File: src/rtl/sat_pkg.sv
// Shared constants and clause/literal types for the SAT solver datapath.
package sat_pkg;
  localparam int NUM_VARIABLE   = 128;
  localparam int VARIABLE_INDEX = 7;
  localparam int VAR_PER_CLAUSE = 5;
  localparam int OCC_INDEX      = 10;
  localparam int LIT_W          = VARIABLE_INDEX + 2;
  localparam int CLAUSE_W       = VAR_PER_CLAUSE * LIT_W;

  typedef struct packed {
    logic                      valid;
    logic                      polarity;
    logic [VARIABLE_INDEX-1:0] var_id;
  } literal_t;

  typedef literal_t [VAR_PER_CLAUSE-1:0] clause_t;

  localparam logic TYPE_D = 1'b0;
  localparam logic TYPE_F = 1'b1;

  typedef enum logic [2:0] {
    S_IDLE, S_RANGE, S_LOAD, S_READ, S_EVAL, S_PUSH, S_DONE
  } bcp_state_e;
endpackage

File: src/rtl/clause_eval.sv
// Combinational clause classifier: satisfied flag, open-literal count
// (saturating at 2) and the first open literal for unit propagation.
module clause_eval
  import sat_pkg::*;
(
  input  clause_t                   clause,
  input  logic [NUM_VARIABLE-1:0]   var_assigned,
  input  logic [NUM_VARIABLE-1:0]   var_value,
  output logic                      satisfied,
  output logic [1:0]                open_count,
  output logic [VARIABLE_INDEX-1:0] unit_var,
  output logic                      unit_val
);

  always_comb begin
    satisfied  = 1'b0;
    open_count = 2'd0;
    unit_var   = '0;
    unit_val   = 1'b0;
    for (int unsigned i = 0; i < VAR_PER_CLAUSE; i++) begin
      if (clause[i].valid) begin
        if (var_assigned[clause[i].var_id]) begin
          if (var_value[clause[i].var_id] == clause[i].polarity) satisfied = 1'b1;
        end else begin
          if (open_count == 2'd0) begin
            unit_var = clause[i].var_id;
            unit_val = clause[i].polarity;
          end
          if (open_count != 2'd2) open_count = open_count + 2'd1;
        end
      end
    end
  end

endmodule

File: src/rtl/bcp_engine.sv
// Boolean constraint propagation: walks a variable's occurrence range,
// pushes unit implications onto the imply stack and flags conflicts.
module bcp_engine
  import sat_pkg::*;
(
  input  logic                      clock,
  input  logic                      reset,
  input  logic                      start,
  input  logic [VARIABLE_INDEX-1:0] prop_var,
  output logic                      busy,
  output logic                      done,
  output logic                      conflict,
  output logic [VARIABLE_INDEX-1:0] range_addr,
  input  logic [OCC_INDEX-1:0]      range_start,
  input  logic [OCC_INDEX-1:0]      range_end,
  output logic [OCC_INDEX-1:0]      clause_addr,
  input  logic [CLAUSE_W-1:0]       clause_data,
  input  logic [NUM_VARIABLE-1:0]   var_assigned,
  input  logic [NUM_VARIABLE-1:0]   var_value,
  output logic                      push_imply,
  output logic [VARIABLE_INDEX-1:0] imply_var,
  output logic                      imply_val,
  output logic                      imply_type,
  input  logic                      full_imply
);

  localparam int IDX_W = OCC_INDEX + 1;

  bcp_state_e                state_q, state_d;
  logic [VARIABLE_INDEX-1:0] prop_var_q, prop_var_d;
  logic [IDX_W-1:0]          idx_q, idx_d;
  logic [IDX_W-1:0]          end_q, end_d;
  logic                      conflict_q, conflict_d;
  logic [VARIABLE_INDEX-1:0] imply_var_q, imply_var_d;
  logic                      imply_val_q, imply_val_d;

  logic                      sat_w;
  logic [1:0]                open_w;
  logic [VARIABLE_INDEX-1:0] unit_var_w;
  logic                      unit_val_w;
  logic [IDX_W-1:0]          idx_inc;

  clause_eval u_eval (
    .clause       (clause_t'(clause_data)),
    .var_assigned (var_assigned),
    .var_value    (var_value),
    .satisfied    (sat_w),
    .open_count   (open_w),
    .unit_var     (unit_var_w),
    .unit_val     (unit_val_w)
  );

  assign idx_inc = idx_q + IDX_W'(1);

  always_ff @(posedge clock) begin
    if (reset) begin
      state_q     <= S_IDLE;
      prop_var_q  <= '0;
      idx_q       <= '0;
      end_q       <= '0;
      conflict_q  <= 1'b0;
      imply_var_q <= '0;
      imply_val_q <= 1'b0;
    end else begin
      state_q     <= state_d;
      prop_var_q  <= prop_var_d;
      idx_q       <= idx_d;
      end_q       <= end_d;
      conflict_q  <= conflict_d;
      imply_var_q <= imply_var_d;
      imply_val_q <= imply_val_d;
    end
  end

  always_comb begin
    state_d     = state_q;
    prop_var_d  = prop_var_q;
    idx_d       = idx_q;
    end_d       = end_q;
    conflict_d  = conflict_q;
    imply_var_d = imply_var_q;
    imply_val_d = imply_val_q;
    case (state_q)
      S_IDLE: begin
        if (start) begin
          prop_var_d = prop_var;
          state_d    = S_RANGE;
        end
      end
      S_RANGE: begin
        idx_d   = {1'b0, range_start};
        end_d   = {1'b0, range_end};
        state_d = S_LOAD;
      end
      S_LOAD: begin
        conflict_d = 1'b0;
        state_d    = (idx_q >= end_q) ? S_DONE : S_READ;
      end
      S_READ: state_d = S_EVAL;
      S_EVAL: begin
        if (!sat_w && open_w == 2'd0) begin
          conflict_d = 1'b1;
          state_d    = S_DONE;
        end else if (!sat_w && open_w == 2'd1) begin
          imply_var_d = unit_var_w;
          imply_val_d = unit_val_w;
          state_d     = S_PUSH;
        end else begin
          idx_d   = idx_inc;
          state_d = (idx_inc == end_q) ? S_DONE : S_READ;
        end
      end
      S_PUSH: begin
        if (!full_imply) begin
          idx_d   = idx_inc;
          state_d = (idx_inc == end_q) ? S_DONE : S_READ;
        end
      end
      S_DONE: begin
        conflict_d = 1'b0;
        state_d    = S_IDLE;
      end
      default: state_d = S_IDLE;
    endcase
  end

  // range_addr bypasses prop_var_q on the start cycle so the table read
  // issued in IDLE returns its data in RANGE.
  always_comb begin
    busy        = (state_q != S_IDLE);
    done        = (state_q == S_DONE);
    conflict    = (state_q == S_DONE) && conflict_q;
    push_imply  = (state_q == S_PUSH) && !full_imply;
    range_addr  = (state_q == S_IDLE && start) ? prop_var : prop_var_q;
    clause_addr = idx_q[OCC_INDEX-1:0];
    imply_var   = imply_var_q;
    imply_val   = imply_val_q;
    imply_type  = TYPE_F;
  end

endmodule

File: config.mk
export PLATFORM = sky130hd
export DESIGN_NAME = bcp_engine
export DESIGN_NICKNAME = d
export VERILOG_FILES = /design/src/rtl/sat_pkg.sv /design/src/rtl/clause_eval.sv /design/src/rtl/bcp_engine.sv
export SDC_FILE = /design/constraint.sdc
export NUM_CORES = 1
export LEC_CHECK = 0
export CORE_MARGIN = 2
export CORE_UTILIZATION = 40
export CTS_BUF_LIST = sky130_fd_sc_hd__clkbuf_4 sky130_fd_sc_hd__clkbuf_8
export CTS_CLUSTER_DIAMETER = 150
export DETAILED_ROUTE_END_ITERATION = 10
export PLACE_DENSITY_LB_ADDON = 0.1
export SYNTH_ARGS = -nofsm -noshare
export SYNTH_HDL_FRONTEND = slang
export SYNTH_SLANG_ARGS = --single-unit
File: constraint.sdc
create_clock -name clock -period 8 [get_ports clock]
set_input_delay 1.2 -clock clock [delete_from_list [all_inputs] [get_ports clock]]
set_output_delay 1.2 -clock clock [all_outputs]
set_load 0.02 [all_outputs]
-- Word-level counts from Yosys, hierarchy flattened
Index checks and enable logic that the tools add are counted.
- input port bits: 332
- register bits after elaboration: 40
- bitwise gates (word level): 1
- eq/ne operators: 22
- $add $sub $neg: 5
- multiplexer cells: 91
- magnitude comparators: 6
- reduce and logical (&&, ||, !) cells: 22
- operators with widths (cell ; number):
    2-to-1 mux 7 bit ; 15
    binary-select mux 1 bit (select 7 bit) ; 10
    2-to-1 mux 1 bit ; 41
    < comparator 7 x 8 -> 1 bit (second input constant) ; 5
    2-to-1 mux 11 bit ; 3
    case mux 11 bit (3 select lines) ; 1
    2-to-1 mux 2 bit ; 13
    2-to-1 mux 3 bit ; 6
    inequality test 2 bit (second input constant) ; 9
    case mux 3 bit (6 select lines) ; 1
    adder 11 x 1 -> 11 bit (second input constant) ; 1
    equality test 11 x 10 -> 1 bit ; 1
    >= comparator 11 x 10 -> 1 bit ; 1
    zero test 2 bit ; 5
    equality test 3 bit (second input constant) ; 3
    adder 2 x 1 -> 2 bit (second input constant) ; 4
    equality test 3 x 2 -> 1 bit (second input constant) ; 2
    AND reduction 2 bit ; 3
    nonzero test 3 bit ; 2
    equality test 1 bit ; 5
    logical AND 1 bit ; 5
    AND reduction 4 bit ; 1
    equality test 3 x 1 -> 1 bit (second input constant) ; 1
    zero test 3 bit ; 1
    7 further kinds ; 8

-- Depth between registers and ports, before layout
- word-level depth: 25
- depth in mapped cells: 30
- gate-level depth less buffers: 24

-- Hierarchy
Synthesis repeated with hierarchy kept, for this count alone.
- cells, all modules: 1328
- area total of the unflattened synthesis: 14109.8 um^2
- by module, submodules not included (module ; cells each ; instances ; area an instance (um^2) ; seq. area each (um^2)):
    clause_eval ; 1005 ; 1 ; 11581.1 ; 0.0
    bcp_engine ; 323 ; 1 ; 2528.7 ; 800.8

-- Least setup slack after synthesis
OpenSTA, ideal clock, no wires.
- path type: input to register
- from: input port clause_data[0]
- to: register imply_var_q[6], in the netlist imply_var[6]
- slack: 1826 ps
- data required time: 7879 ps
- library setup time: 121 ps
- cell stages on the path: 27
- arrival time: 6053 ps
- buffers on the path: 3
- cells stage by stage: buf_4 > buf_4 > mux4_2 > nor2b_1 > a211oi_1 > nand2_1 > a311oi_1 > nor2_1 > inv_1 > ha_1 > nand2b_1 > o21ai_0 > ha_1 > inv_1 > mux2_1 > ha_1 > nor2_1 > a21oi_1 > inv_2 > ha_1 > o21ai_0 > a21oi_1 > nor2_1 > o211ai_1 > or3_1 > buf_6 > mux2_4
- longest elaborated chain between the ends: 24
- elaborated cells between the ends (all ways): 67
- ends and longest elaborated chain (what ; line ; RTL):
    start: declaration ; bcp_engine.sv:17 ; input logic [CLAUSE_W-1:0] clause_data,
    binary-select mux 1 bit (select 7 bit) ; clause_eval.sv:22 ; if (var_assigned[clause[i].var_id]) begin
    2-to-1 mux 1 bit (implied by the code) ; clause_eval.sv:22 ;
    2-to-1 mux 1 bit ; clause_eval.sv:22 ;
    2-to-1 mux 2 bit ; clause_eval.sv:21 ; if (clause[i].valid) begin
    adder 2 x 1 -> 2 bit or inequality test 2 bit (tied branches) ; clause_eval.sv:29 ; if (open_count != 2'd2) open_count = open_count + 2'd1;
    2-to-1 mux 2 bit ; clause_eval.sv:29 ;
    2-to-1 mux 2 bit ; clause_eval.sv:22 ;
    2-to-1 mux 2 bit ; clause_eval.sv:21 ;
    [8 not listed] ; n/a ;
    adder 2 x 1 -> 2 bit or inequality test 2 bit (tied branches) ; clause_eval.sv:29 ;
    2-to-1 mux 2 bit ; clause_eval.sv:29 ;
    2-to-1 mux 2 bit ; clause_eval.sv:22 ;
    2-to-1 mux 2 bit ; clause_eval.sv:21 ;
    zero test 2 bit ; bcp_engine.sv:101 ; if (!sat_w && open_w == 2'd0) begin
    logical AND 1 bit ; bcp_engine.sv:101 ;
    NOT 1 bit (no source line) ; n/a ;
    AND reduction 3 bit (no source line) ; n/a ;
    end signal: assignment ; bcp_engine.sv:70 ; imply_var_q <= imply_var_d;
    end: declaration ; bcp_engine.sv:34 ; logic [VARIABLE_INDEX-1:0] imply_var_q, imply_var_d;
Parallel ways exist; a longest one is shown, timed or not. The select of a mux whose other input is x is not followed.
A chain may end at the register's enable or synchronous reset.

-- Worst setup path in the final report
- from: input port clause_data[1]
- to: register idx_q[1]
- longest elaborated chain between the ends: 24
- elaborated cells between the ends (all ways): 50
- ends and longest elaborated chain (what ; line ; RTL):
    binary-select mux 1 bit (select 7 bit) ; clause_eval.sv:22 ;
    2-to-1 mux 1 bit (implied by the code) ; clause_eval.sv:22 ;
    2-to-1 mux 1 bit ; clause_eval.sv:22 ;
    2-to-1 mux 2 bit ; clause_eval.sv:21 ;
    adder 2 x 1 -> 2 bit or inequality test 2 bit (tied branches) ; clause_eval.sv:29 ;
    2-to-1 mux 2 bit ; clause_eval.sv:29 ;
    2-to-1 mux 2 bit ; clause_eval.sv:22 ;
    2-to-1 mux 2 bit ; clause_eval.sv:21 ;
    [8 not listed] ; n/a ;
    adder 2 x 1 -> 2 bit or inequality test 2 bit (tied branches) ; clause_eval.sv:29 ;
    2-to-1 mux 2 bit ; clause_eval.sv:29 ;
    2-to-1 mux 2 bit ; clause_eval.sv:22 ;
    2-to-1 mux 2 bit ; clause_eval.sv:21 ;
    equality test 2 x 1 -> 1 bit or zero test 2 bit (tied branches) ; bcp_engine.sv:104, bcp_engine.sv:101 ;
    logical AND 1 bit (on tied branches) ; bcp_engine.sv:104, bcp_engine.sv:101 ;
    inequality test 2 bit (no source line) ; n/a ;
    AND reduction 4 bit (no source line) * ; n/a ;
    end signal: assignment ; bcp_engine.sv:67 ; idx_q <= idx_d;
    end: declaration ; bcp_engine.sv:31 ; logic [IDX_W-1:0] idx_q, idx_d;
Mark *: on every way between the ends. The rest lies on a longest branch, timed or not. The select of a mux whose other input is x is not followed.

==> results.md <==
* Gr ovfl total at 0
* Initial antenna violation count at 0
* Final cell count without fillers at about 2200
* Crit Path Class: in2reg
* Fin worst setup slack at just over 0.8 ns
* Critical path launch point type: input port
* Worst slew pin tran at roughly 1.2 ns
* CTS sink cnt at 40
* Die X at roughly 190 um
* Post-CTS Setup Bufs at 0
* Nets@finish at 2112
* DP Cell Count at about 2200
* Tmin final at 7.19 ns
* DRC Markers at 0
* H-tree depth at 2
* Vias in the first global route at between 15000 and 20000
* Core Area at around 0.035 mm^2
* Reg2reg start: idx_q[2]
* Fin Hold WS at roughly 0.47 ns
* CP endpoint: idx_q[1]
* DRT iter0 DRCs at about 2200
* Worst-path fanout max at 31
* Sequential fraction of the synthesis area at 0.0557
* DRT antenna net count at 0
* WL per Instance at ~32 um
* Unrepaired setup endpoints after global routing: no
* Resize count post-CTS at 0
* CTS Hold Bufs at 0
* Final wirelength at 71.4 mm
* R2R depth at 10
* Setup_tns at 0 ns
* Highest Clock Rate at 0.139 GHz
* Leak at about 6.5 nW
* Largest net degree at the start of global routing at between 50 and 60
* Endpoint type of the worst setup path: flip-flop
* Worst-path clk slew at approximately 0.090 ns
* Chip Height at approximately 190 um
* Routability cong. at about 1.1
* Total number of vias at ~16000
* Root Driver: clkbuf_8
* Cell Area, Synth at ~0.014 mm^2
* Netlist cell types at 82
* Final setup fails at 0
* Max-slew violation count at 0
* Final Cycle Share at 0.899
* Layout cell share with drive strength beyond 1 at 0.199
* Routed vias/inst at 7.31
* Outcome: complete, no violations
* CTS Buffer Depth at 2
* Area Overhead vs Synth at 26.2%
* Max VDD drop at around 130 uV
* Cell Area, Placed at between 0.015 and 0.02 mm^2
* RR Endpoint: state_q[0]
* Syn nets at about 1900
* Pwr dens at 110 mW/mm^2
* Max_slew headroom at 0.218
* Worst-skew pair later-pin latency at ~0.30 ns
* Final Skew at between 0.009 and 0.01 ns
* Power consumption at approximately 2 mW
* Port Buf Inserts at 360
* Hpwl dp at between 50 and 60 mm
* Synth Instances at 1511
* Worst min path class: reg2reg
* Total track usage at 0.369
* R2r setup slk at 4.96 ns
* Max_cap viols at 0
* Row count at just under 70
* Async set-or-reset flop fraction in the synthesized netlist at 0
* Worst slack, placed at between 0.6 and 0.7 ns
* Final design utilization at 0.511
* Number of synthesized flops with an enable pin at 0
* Synthesized flop and latch total at 40
* Most used DFF post-synth: dfxtp_1
* Worst EP arrival at 7.38 ns
* Design area at between 0.015 and 0.02 mm^2
* IO Pins at ~360
* Cts bufs inserted at 5
* CTS tree: built
* YS warnings at 0
* Fin. Hold Viols at 0
* Global-route wire length before repair at approximately 110 mm
* Synth Area per Inst at approximately 9.5 um^2
* CP startpoint: clause_data[1]
* Pre-antenna DRT Iters at 5
* Worst path required time at 8.19 ns
* Hold Path Depth at 1
* Initial Util at 0.405
* Die area at 0.0375 mm^2
## layer usage
metal	GRT usage	vias up	wire length (um)
li1	-	6714	-
met1	0.509	8063	27700
met2	0.550	1311	31200
met3	0.0973	193	9150
met4	0.151	0	3320
met5	0	-	0
## how the worst min path moves through the flow
stage,from,end
after global routing,end_q[0],end_q[0]
after CTS,end_q[0],end_q[0]
after global placement,conflict_q,conflict_q
after detailed placement,conflict_q,conflict_q
after floorplan,conflict_q,conflict_q
final,conflict_q,conflict_q
## layout make-up
type | instances | area, um^2
fillers | 3348 | 17300
diodes | 3 | 7.51
repair buffers | 401 | 3880
inverters | 56 | 210
clock inverters | 2 | 38.8
flip-flops and latches | 40 | 801
well taps | 461 | 577
multi-input cells | 1258 | 12500
clock buffers | 6 | 82.6
## synthesized netlist by cell type, types with 28 or more instances
| master | count | share of area |
|---|---|---|
| dfxtp_1 | 40 | 0.056 |
| buf_2 | 36 | 0.013 |
| inv_1 | 48 | 0.013 |
| clkbuf_1 | 67 | 0.017 |
| mux2_2 | 35 | 0.027 |
| nand2_1 | 114 | 0.030 |
| nand3_1 | 50 | 0.017 |
| a21oi_1 | 53 | 0.018 |
| mux2i_1 | 173 | 0.12 |
| nor2b_1 | 34 | 0.015 |
| a22oi_1 | 81 | 0.042 |
| mux4_2 | 236 | 0.37 |
| o21ai_0 | 28 | 0.0097 |
| nor2_1 | 85 | 0.022 |
## worst max-delay path, stage by stage
cell	delay [ns]
clkdlybuf4s50_1	0.63
buf_12	0.25
and2_1	0.42
a22oi_1	0.16
a221oi_1	0.29
a211oi_1	0.12
a311oi_1	0.54
nor2_1	0.21
inv_1	0.17
ha_1	0.24
nand2b_1	0.15
o21ai_0	0.14
ha_1	0.17
inv_1	0.04
mux2_1	0.33
ha_1	0.30
nor2_1	0.05
a21oi_1	0.17
inv_2	0.08
ha_1	0.28
o21ai_0	0.19
a21oi_1	0.06
nor2_1	0.11
o211ai_1	0.13
buf_4	0.28
a21oi_2	0.28
mux2_2	0.37
## layout by cell type (no fill, tap or decap), types with 11 or more instances in the layout
cell type	count
a2111oi_0	16
a211oi_1	20
a21oi_1	53
a221oi_1	11
a22o_1	13
a22oi_1	81
a311oi_1	13
a31oi_1	16
and2_1	19
buf_4	46
clkdlybuf4s50_1	348
dfxtp_1	40
ha_1	18
inv_1	48
mux2_2	35
mux2i_1	173
mux4_2	236
nand2_1	114
nand2b_1	20
nand3_1	50
nand4_1	13
nor2_1	85
nor2b_1	34
nor3_1	25
nor4_1	13
o211ai_1	18
o21ai_0	28
o22ai_1	18
o31ai_1	15
xnor2_1	12
## registers in the layout, summed over array words and instances (netlist names)
name / cells
imply_val: 1
state_q: 3
end_q: 10
imply_var: 7
prop_var_q: 7
conflict_q: 1
idx_q: 11
## where the power goes
group / internal, mW / switching, mW / leakage (nW)
Sequential: 0.238 / 0.0662 / 0.326
Clock: 0.102 / 0.0821 / 0.0614
Combinational: 0.705 / 0.810 / 6.08
## cells by family after synthesis
kind of cell,count (synthesis),synth area share
fa+ha+maj,18,0.0157
simple gates,402,0.136
flops,40,0.0557
xor+xnor,16,0.00975
compound gates,374,0.190
buf+inv,213,0.0716
mux,447,0.521
other cells,1,0.000261
No activity file was read; power rests on OpenSTA's default activity.
